`src/rtl/backscatter_pkg.sv`:
```
// Shared definitions for the backscatter modulator: FSM state encoding,
// parameter defaults and a counter-width helper.
package backscatter_pkg;

    typedef enum logic [1:0] {
        ST_IDLE     = 2'd0,
        ST_PREAMBLE = 2'd1,
        ST_DATA     = 2'd2
    } state_t;

    localparam int DATA_W_DEF        = 8;
    localparam int SHIFT_HALF_DEF    = 1;
    localparam int PREAMBLE_SYMS_DEF = 4;

    // Width of a counter spanning 0..n-1, never narrower than one bit.
    function automatic int cnt_width(input int n);
        return (n > 1) ? $clog2(n) : 1;
    endfunction

endpackage

```
`src/rtl/backscatter_modulator_if.sv`:
```
// Payload stream into the modulator: valid/ready handshake carrying a word
// and an end-of-frame flag.
interface backscatter_modulator_if
    import backscatter_pkg::*;
#(
    parameter int DATA_W = DATA_W_DEF
) ();

    logic [DATA_W-1:0] in_data;
    logic              in_valid;
    logic              in_last;
    logic              in_ready;

    // Tag-data source side.
    modport master (
        output in_data,
        output in_valid,
        output in_last,
        input  in_ready
    );

    // Modulator side.
    modport slave (
        input  in_data,
        input  in_valid,
        input  in_last,
        output in_ready
    );

endinterface

```
`src/rtl/backscatter_modulator_sym_edge_detect.sv`:
```
// Rising-edge detector for the symbol clock. sym_clk is treated as data in
// the clock_in domain; o_tick is high for the one cycle in which sym_clk is
// high but was low on the previous edge.
module sym_edge_detect (
    input  logic clock_in,
    input  logic reset,
    input  logic i_sym_clk,
    output logic o_tick
);

    logic r_sym_clk_q;

    // Delay sym_clk by one cycle for edge comparison.
    always_ff @(posedge clock_in) begin
        // NOTE: state registers use non-blocking assignments so every flop
        // samples pre-edge values regardless of block evaluation order.
        if (reset) begin
            r_sym_clk_q <= 1'b0;
        end else begin
            r_sym_clk_q <= i_sym_clk;
        end
    end

    assign o_tick = i_sym_clk & ~r_sym_clk_q;

endmodule

```
`src/rtl/backscatter_modulator.sv`:
```
// Codeword-translation backscatter modulator. Buffers one payload word,
// sends PREAMBLE_SYMS reference symbols, then serialises payload bits
// MSB-first at one bit per symbol tick. The RF switch is driven with a
// square wave whose phase is inverted for data bit 1.
module backscatter_modulator
    import backscatter_pkg::*;
#(
    parameter int SHIFT_HALF    = SHIFT_HALF_DEF,
    parameter int PREAMBLE_SYMS = PREAMBLE_SYMS_DEF,
    parameter int DATA_W        = DATA_W_DEF
) (
    input  logic                          clock_in,
    input  logic                          reset,
    input  logic                          sym_clk,
    backscatter_modulator_if.slave        in_if,
    output logic                          rf_switch,
    output logic                          busy,
    output logic                          done,
    output logic                          underrun
);

    localparam int CAR_W = cnt_width(SHIFT_HALF);
    localparam int IDX_W = cnt_width(DATA_W);

    // Symbol tick and control strobes.
    logic w_tick;
    logic w_accept;
    logic w_pre_last;
    logic w_word_end;
    logic w_load;
    logic w_to_idle;

    // Holding register (one word of look-ahead).
    logic [DATA_W-1:0] r_hold_data;
    logic              r_hold_last;
    logic              r_hold_full;

    // Frame sequencing.
    state_t            r_state;
    logic [7:0]        r_pre_cnt;
    logic [DATA_W-1:0] r_shift;
    logic [IDX_W-1:0]  r_bit_idx;
    logic              r_cur_last;
    logic              r_done;
    logic              r_underrun;

    // Shift-frequency carrier and output.
    logic [CAR_W-1:0]  r_car_cnt;
    logic              r_carrier;
    logic              r_rf;

    sym_edge_detect u_sym_edge (
        .clock_in  (clock_in),
        .reset     (reset),
        .i_sym_clk (sym_clk),
        .o_tick    (w_tick)
    );

    // Ready tracks the empty holding register, forced low while in reset.
    assign in_if.in_ready = ~r_hold_full & ~reset;
    assign w_accept       = in_if.in_valid & in_if.in_ready;

    // Decode the tick-qualified load and end-of-frame events.
    always_comb begin
        // NOTE: every output of this block gets a value before any branch,
        // so no path can leave one unassigned and infer a latch.
        w_pre_last = (r_pre_cnt == 8'(PREAMBLE_SYMS - 1));
        w_word_end = w_tick && (r_state == ST_DATA) && (r_bit_idx == '0);
        w_load     = 1'b0;
        w_to_idle  = 1'b0;
        if (w_tick && (r_state == ST_PREAMBLE) && w_pre_last) begin
            w_load = 1'b1;
        end
        if (w_word_end) begin
            if (r_cur_last) begin
                w_to_idle = 1'b1;
            end else if (r_hold_full) begin
                w_load = 1'b1;
            end else begin
                w_to_idle = 1'b1;
            end
        end
    end

    // Holding register: fill on accept, drain when the shifter loads.
    always_ff @(posedge clock_in) begin
        if (reset) begin
            r_hold_full <= 1'b0;
            r_hold_data <= '0;
            r_hold_last <= 1'b0;
        end else if (w_accept) begin
            r_hold_full <= 1'b1;
            r_hold_data <= in_if.in_data;
            r_hold_last <= in_if.in_last;
        end else if (w_load) begin
            r_hold_full <= 1'b0;
        end
    end

    // Frame FSM: preamble count, bit serialisation and end-of-frame pulses.
    always_ff @(posedge clock_in) begin
        if (reset) begin
            r_state    <= ST_IDLE;
            r_pre_cnt  <= '0;
            r_shift    <= '0;
            r_bit_idx  <= '0;
            r_cur_last <= 1'b0;
            r_done     <= 1'b0;
            r_underrun <= 1'b0;
        end else begin
            r_done     <= 1'b0;
            r_underrun <= 1'b0;
            if (w_tick) begin
                case (r_state)
                    ST_IDLE: begin
                        if (r_hold_full) begin
                            r_state   <= ST_PREAMBLE;
                            r_pre_cnt <= '0;
                            r_shift   <= '0;  // reference symbols are bit 0
                        end
                    end
                    ST_PREAMBLE: begin
                        if (w_pre_last) begin
                            r_state <= ST_DATA;
                        end else begin
                            r_pre_cnt <= r_pre_cnt + 8'd1;
                        end
                    end
                    ST_DATA: begin
                        if (r_bit_idx != '0) begin
                            r_shift   <= r_shift << 1;
                            r_bit_idx <= r_bit_idx - 1'b1;
                        end else if (w_to_idle) begin
                            r_state    <= ST_IDLE;
                            r_done     <= r_cur_last;
                            r_underrun <= ~r_cur_last;
                        end
                    end
                    default: begin
                        r_state <= ST_IDLE;
                    end
                endcase
            end
            if (w_load) begin
                r_shift    <= r_hold_data;
                r_bit_idx  <= IDX_W'(DATA_W - 1);
                r_cur_last <= r_hold_last;
            end
        end
    end

    // Carrier: free-running half-period counter while busy, parked at 0 otherwise.
    always_ff @(posedge clock_in) begin
        if (reset || (r_state == ST_IDLE) || w_to_idle) begin
            r_car_cnt <= '0;
            r_carrier <= 1'b0;
        end else if (r_car_cnt == CAR_W'(SHIFT_HALF - 1)) begin
            r_car_cnt <= '0;
            r_carrier <= ~r_carrier;
        end else begin
            r_car_cnt <= r_car_cnt + 1'b1;
        end
    end

    // Registered RF drive: carrier phase-flipped by the current bit (MSB of the shifter).
    always_ff @(posedge clock_in) begin
        if (reset) begin
            r_rf <= 1'b0;
        end else if (r_state != ST_IDLE) begin
            r_rf <= r_carrier ^ r_shift[DATA_W-1];
        end else begin
            r_rf <= 1'b0;
        end
    end

    assign rf_switch = r_rf;
    assign busy      = (r_state != ST_IDLE);
    assign done      = r_done;
    assign underrun  = r_underrun;

endmodule
```
`src/flat_wrapper.sv`:
```
// flat-port wrapper written by rule: the top's interface ports become plain ports
module backscatter_modulator_flat import backscatter_pkg::*;
#(
    parameter int SHIFT_HALF    = SHIFT_HALF_DEF,
    parameter int PREAMBLE_SYMS = PREAMBLE_SYMS_DEF,
    parameter int DATA_W        = DATA_W_DEF
)
  (clock_in, reset, sym_clk, rf_switch, busy, done, underrun, in_if_in_data, in_if_in_valid, in_if_in_last, in_if_in_ready);
  backscatter_modulator_if #(.DATA_W(DATA_W)) in_if_i ();
  input  logic clock_in;
  input  logic reset;
  input  logic sym_clk;
  output logic rf_switch;
  output logic busy;
  output logic done;
  output logic underrun;
  input wire logic [$bits(in_if_i.in_data)-1:0] in_if_in_data;
  input wire logic [$bits(in_if_i.in_valid)-1:0] in_if_in_valid;
  input wire logic [$bits(in_if_i.in_last)-1:0] in_if_in_last;
  output wire logic [$bits(in_if_i.in_ready)-1:0] in_if_in_ready;
  assign in_if_i.in_data = in_if_in_data;
  assign in_if_i.in_valid = in_if_in_valid;
  assign in_if_i.in_last = in_if_in_last;
  assign in_if_in_ready = in_if_i.in_ready;
  backscatter_modulator #(.SHIFT_HALF(SHIFT_HALF), .PREAMBLE_SYMS(PREAMBLE_SYMS), .DATA_W(DATA_W)) u_core (.clock_in(clock_in), .reset(reset), .sym_clk(sym_clk), .in_if(in_if_i), .rf_switch(rf_switch), .busy(busy), .done(done), .underrun(underrun));
endmodule
```
`config.mk`:
```
export PLATFORM = sky130hd
export DESIGN_NAME = backscatter_modulator_flat
export DESIGN_NICKNAME = d
export VERILOG_FILES = /design/src/rtl/backscatter_pkg.sv /design/src/rtl/backscatter_modulator_if.sv /design/src/rtl/backscatter_modulator_sym_edge_detect.sv /design/src/rtl/backscatter_modulator.sv /design/src/flat_wrapper.sv
export SDC_FILE = /design/constraint.sdc
export NUM_CORES = 1
export LEC_CHECK = 0
export BUFFER_PORTS_ARGS = -buffer_cell sky130_fd_sc_hd__buf_2
export CAP_MARGIN = 20
export CELL_PAD_IN_SITES_DETAIL_PLACEMENT = 2
export CELL_PAD_IN_SITES_GLOBAL_PLACEMENT = 2
export CORE_UTILIZATION = 38
export CTS_CLUSTER_DIAMETER = 30
export DETAILED_ROUTE_END_ITERATION = 10
export GPL_ROUTABILITY_DRIVEN = 0
export PLACE_DENSITY = 0.85
export SLEW_MARGIN = 40
export SYNTH_ARGS = -nofsm -noshare
export SYNTH_HDL_FRONTEND = slang
export SYNTH_HIERARCHICAL = 1
export SYNTH_SLANG_ARGS = --single-unit
```
`constraint.sdc`:
```
create_clock -name clock_in -period 4.71 [get_ports clock_in]
set_input_delay 0.2355 -clock clock_in [delete_from_list [all_inputs] [get_ports clock_in]]
set_output_delay 0.2355 -clock clock_in [all_outputs]
set_load 0.02 [all_outputs]
```
Yosys cells after proc, flatten, opt, wreduce, memory -nomap -nowiden. Cells that the tools add are included.

$add $sub $neg: 3. $mul: 0. Divide/modulo/power cells: 0. Order comparisons: 0. Eq/ne operators: 10. Shift-type cells: 0. Muxes and demuxes: 25. Bitwise operators: 14. Reduce and logical (&&, ||, !) cells: 23.

Operators by type and width (count): $mux 8 (5); $pmux 8 s2 (2); $mux 3 (4); $reduce_bool 2->1 (6); $not 1->1 (10); $mux 1 (9); $add 8x1->8 const B (1); $eq 8x2->1 const B (1); $mux 2 (4); $reduce_and 4->1 (2); $ne 2x1->1 const B (3); $pmux 2 s3 (1); $reduce_bool 3->1 (2); $reduce_and 5->1 (1); $reduce_or 5->1 (1); $logic_and 1x1->1 (4); $ne 2x2->1 const B (2); $reduce_or 2->1 (2); $and 1x1->1 (3); $logic_not 3->1 (1); $ne 3x1->1 const B (1); $ne 3x2->1 const B (1); $reduce_and 3->1 (1); $sub 3x1->3 const B (1); other kinds (6) (7).

Flip-flop bits (word level): 38. Bits in latches: 0. Bits in writable memories: 0. ROM bits: 0. Input port bits: 13. Output and inout port bits: 5. Logic and storage cells: 89. Memories kept: 0.

Logic depth before layout (Yosys ltp).
Depth in word-level cells: 10. Depth in mapped cells: 7. Mapped depth without buffers: 6.

Cells and area by module. The synthesis kept the hierarchy.

Modules (own cells, without submodules): backscatter_modulator (instances 1, cells each 212, area each 1821.7 µm², seq. area each 740.7 µm²); sym_edge_detect (instances 1, cells each 3, area each 47.5 µm², seq. area each 20.0 µm²).

Least setup slack after synthesis. Ideal clock, no wire load.

Kind: register to register. From: register u_core.r_pre_cnt[0]. To: register u_core.r_shift[1]. Setup time: 0.123 ns. Data arrival time: 1.874 ns. Required time: 4.587 ns. Setup slack: 2.713 ns. Cell stages (with the launch flop): 7. Path buffers: 1. Clock period less this slack: 1.997 ns. Cell sequence: dfxtp_1 > ha_1 > or4b_4 > or3_1 > buf_2 > a41oi_1 > o21ai_1.

Longest elaborated chain between the ends: 8. Elaborated cells on any way between the ends: 12. Classes of those cells: eq/ne: 3; mux: 5; reduce/logical: 4.

RTL lines: from (decl) (RTL line backscatter_modulator.sv:40) `logic [7:0] r_pre_cnt;`; from (signal assigned) (RTL line backscatter_modulator.sv:126) `r_pre_cnt <= r_pre_cnt + 8'd1;`; $eq 8x2->1 * (RTL line backscatter_modulator.sv:67) `w_pre_last = (r_pre_cnt == 8'(PREAMBLE_SYMS - 1));`; $logic_and 1x1->1 * (RTL line backscatter_modulator.sv:71) `if (w_tick && (r_state == ST_PREAMBLE) && w_pre_last) begin`; $mux 1 * (RTL line backscatter_modulator.sv:71); $mux 1 (RTL line backscatter_modulator.sv:77) `end else if (r_hold_full) begin`; $mux 1 (RTL line backscatter_modulator.sv:75) `if (r_cur_last) begin`; $mux 1 * (RTL line backscatter_modulator.sv:74) `if (w_word_end) begin`; $ne 3x2->1 (no source line) (tied with other cells); $reduce_and 4->1 (no source line); to (signal assigned) (RTL line backscatter_modulator.sv:131) `r_shift <= r_shift << 1;`; to (signal assigned) (RTL line backscatter_modulator.sv:145) `r_shift <= r_hold_data;`; to (decl) (RTL line backscatter_modulator.sv:41) `logic [DATA_W-1:0] r_shift;`.

Mark *: on every way between the ends. The rest lies on a longest branch, timed or not. A chain may end at the register's enable or synchronous reset.

Worst setup path in the final report.
From: register u_core.r_pre_cnt[0]. To: register u_core.r_shift[3].

The elaborated chain is that of the path after synthesis.

==> qor.yml <==
status:
  status: "finished clean"
layout:
  area_delta_synth_final_pct: 12.12
  seq_area_sq_um: 760.7
  final_core_util_pct: 44.37
  fillers: 518
  drive_gt1_share_pct: 14.16
  multi_input_area_sq_um: 1012
  fin_nets: 241
  antenna_cells: 0
cts:
  root_buffer: "clkbuf_8"
  cts_buffers: 5
  htree_num_levels: 2
  cts_setup_buffers: 0
  clk_latency_ns: 0.29
  cts-hold-fix-buffers: 0
  clockBufferDepth: 2
  clk_pin_slew_worst_paths_ns: 0.07
  cts_resized: 0
  clock-sinks: 38
  cts_tree: "done"
synth:
  yosysMostFrequentCell: "dfxtp_1"
  ys_async_sr_fraction_pct: 0
  syn_area_per_cell_sq_um: 8.694
  synth_area_sq_um: 1869
  synth_top_area_share_pct: 40.70
  yosysUniqueCellTypes: 47
  yosys_warnings: 6
  synthFlopType: "dfxtp_1"
  synth.area.top_cells: "dfxtp_1, and3_1, nand2_1"
  synth_seq_cells: 38
  netlist_instances: 215
  synth_top_area_cell: "dfxtp_1"
  syn-num-nets: 231
  seq_area_frac_synth_pct: 40.70
  synth-edff-count: 0
  synth_common_cells: "dfxtp_1, nand2_1, and3_1, inv_1, clkbuf_1"
sta:
  final-max-slew-violation-count: 0
  setup_viol: 0
  rsz0062_at_grt: "false"
  finalHoldViolCount: 0
  worstMarginPinSlew_ns: 0.7871
  maxSlewHeadroom_pct: 47.53
  finalClockSkew_ns: 0.005299
  fin_crit_ns: 2.408
  holdWs_ns: 0.1457
  finalSetupTns_ns: 0
  worst_slack_ns: 2.302
  final_min_period_over_clock_period_pct: 51.13
  max_freq_mhz: 415.2
grt:
  grt_use_met1_pct: 29.91
  use_met2_pct: 32.50
  grt_pass1_wl_microns: 8355
  grt_max_degree: 23
  grt_pass1_vias: 1654
  grt_usage_pct: 20.97
  use_met3_pct: 4.167
  grt_most_used_layer: "met2"
  grt-ovfl-total: 0
  antenna_found_initial: 0
power_and_ir_drop:
  p_per_area_nw_per_um2: 314.1
  leakagePower_nw: 0.8640
  ir_drop_uv: 145.6
  finalPower_mw: 0.6584
floorplan:
  dieArea_sq_um: 5203
  start_util_pct: 39.58
  io_pins: 18
  die_h_microns: 72.14
  die_w_microns: 72.14
  core_area_sq_um: 4723
  rows: 25
drt:
  vias: 1638
  via_per_inst: 5.590
  postRouteAntennaNets: 0
  firstDrtPassIters: 4
  dr.first_iter.drc_count: 59
  wl_per_cell_microns: 16.43
  drcViolationCount: 0
  drt_wl_total_microns: 4815
placed_design:
  place_ws_ns: 2.286
  portBuffers: 17
  hpwl_microns: 3535
setup_path:
  crit_type: "register to register"
  critical_path.max_fanout: 11
  endpoint_kind: "register"
  cp-start-kind: "register"
  required_ns: 4.93
  worstPathArrival_ns: 2.63
  rr_worst_depth: 5
flow_run:
  maxCapViolCount: 0
min_path:
  holdCritPathClass: "primary input to register"
  holdPathStages: 3
[metal layers]
| layer | routed length, microns | vias up | part of all wire, % |
|---|---|---|---|
| met3 | 131 | 4 | 2.7 |
| met2 | 2260 | 25 | 47 |
| met4 | 38 | 0 | 0.79 |
| li1 | - | 806 | - |
| met1 | 2385 | 803 | 50 |
| met5 | 0 | - | 0 |
[report_power, final]
group | internal, mW | total [mW] | switching (mW)
Clock | 0.156 | 0.270 | 0.114
Sequential | 0.330 | 0.339 | 0.00926
Combinational | 0.0168 | 0.0494 | 0.0326
[cells in the final DEF (no fill, tap or decap), drive strengths merged, types with 2 or more instances in the layout]
cell    Yosys  final
o211a       7      7
clkbuf     11      5
inv        12     12
nand2      20     20
a21o        2      2
or3         4      4
nand3b      3      3
xnor2       3      3
xor2        3      3
o21ai      17     17
buf         3     17
a21oi      10     10
nor3        6      6
nor2        9      9
o31ai       4      4
a211oi      8      8
mux2i       2      2
and3       12     12
a41oi       7      7
nand4       5      5
nor2b       4      4
ha          3      3
dfxtp      38     38
a211o       2      2
clkinv      0      2
[per-stage QoR]
step / cell area (sq um) / std cells
2_1_floorplan: 1869 / 215
3_3_place_gp: 1982 / 285
3_5_place_dp: 1987 / 285
4_1_cts: 2096 / 293
5_1_grt: 2096 / 293
6_report: 2096 / 293
[cell families after synthesis]
family | Yosys count | synth area share (%)
buf+inv | 26 | 5.421
other cells | 1 | 0.2006
xor+xnor | 6 | 2.812
flops | 38 | 40.70
fa+ha+maj | 3 | 2.008
compound gates | 64 | 24.03
simple gates | 74 | 23.16
mux | 3 | 1.673
[registers in the layout, indices dropped and copies added, names as in the netlist]
| signal | count |
|---|---|
| u_core/done | 1 |
| u_core/r_bit_idx | 3 |
| u_core/r_car_cnt | 1 |
| u_core/r_carrier | 1 |
| u_core/r_cur_last | 1 |
| u_core/r_hold_data | 8 |
| u_core/r_hold_full | 1 |
| u_core/r_hold_last | 1 |
| u_core/r_pre_cnt | 8 |
| u_core/r_shift | 8 |
| u_core/r_state | 2 |
| u_core/rf_switch | 1 |
| u_core/u_sym_edge/r_sym_clk_q | 1 |
| u_core/underrun | 1 |
[path summary, 6_finish.rpt]
check	to	slack (ns)	from
worst max-delay path	u_core/r_shift[3]	2.30	u_core/r_pre_cnt[0]
worst min-delay path	u_core/r_hold_data[4]	0.15	in_if_in_data[4]
worst max register to register	u_core/r_shift[3]	2.30	u_core/r_pre_cnt[0]
worst min register to register	u_core/r_hold_last	0.47	u_core/r_hold_last
[layout make-up]
class | count | share of cell area (%)
multi-input combinational | 151 | 48.30
sequential | 38 | 36.30
timing repair buffer | 17 | 4.060
tap | 67 | 4.000
clock buffer | 5 | 3.284
inverter | 12 | 2.149
clock inverter | 3 | 1.910
[critical path: stages, from the launching register on]
cell and delay (ns):
dfxtp_1 0.40, ha_1 0.26, or4b_4 0.50, or3_1 0.58, a211o_1 0.43, o21ai_1 0.16
Note: power is estimated with default switching activity, not from simulation.
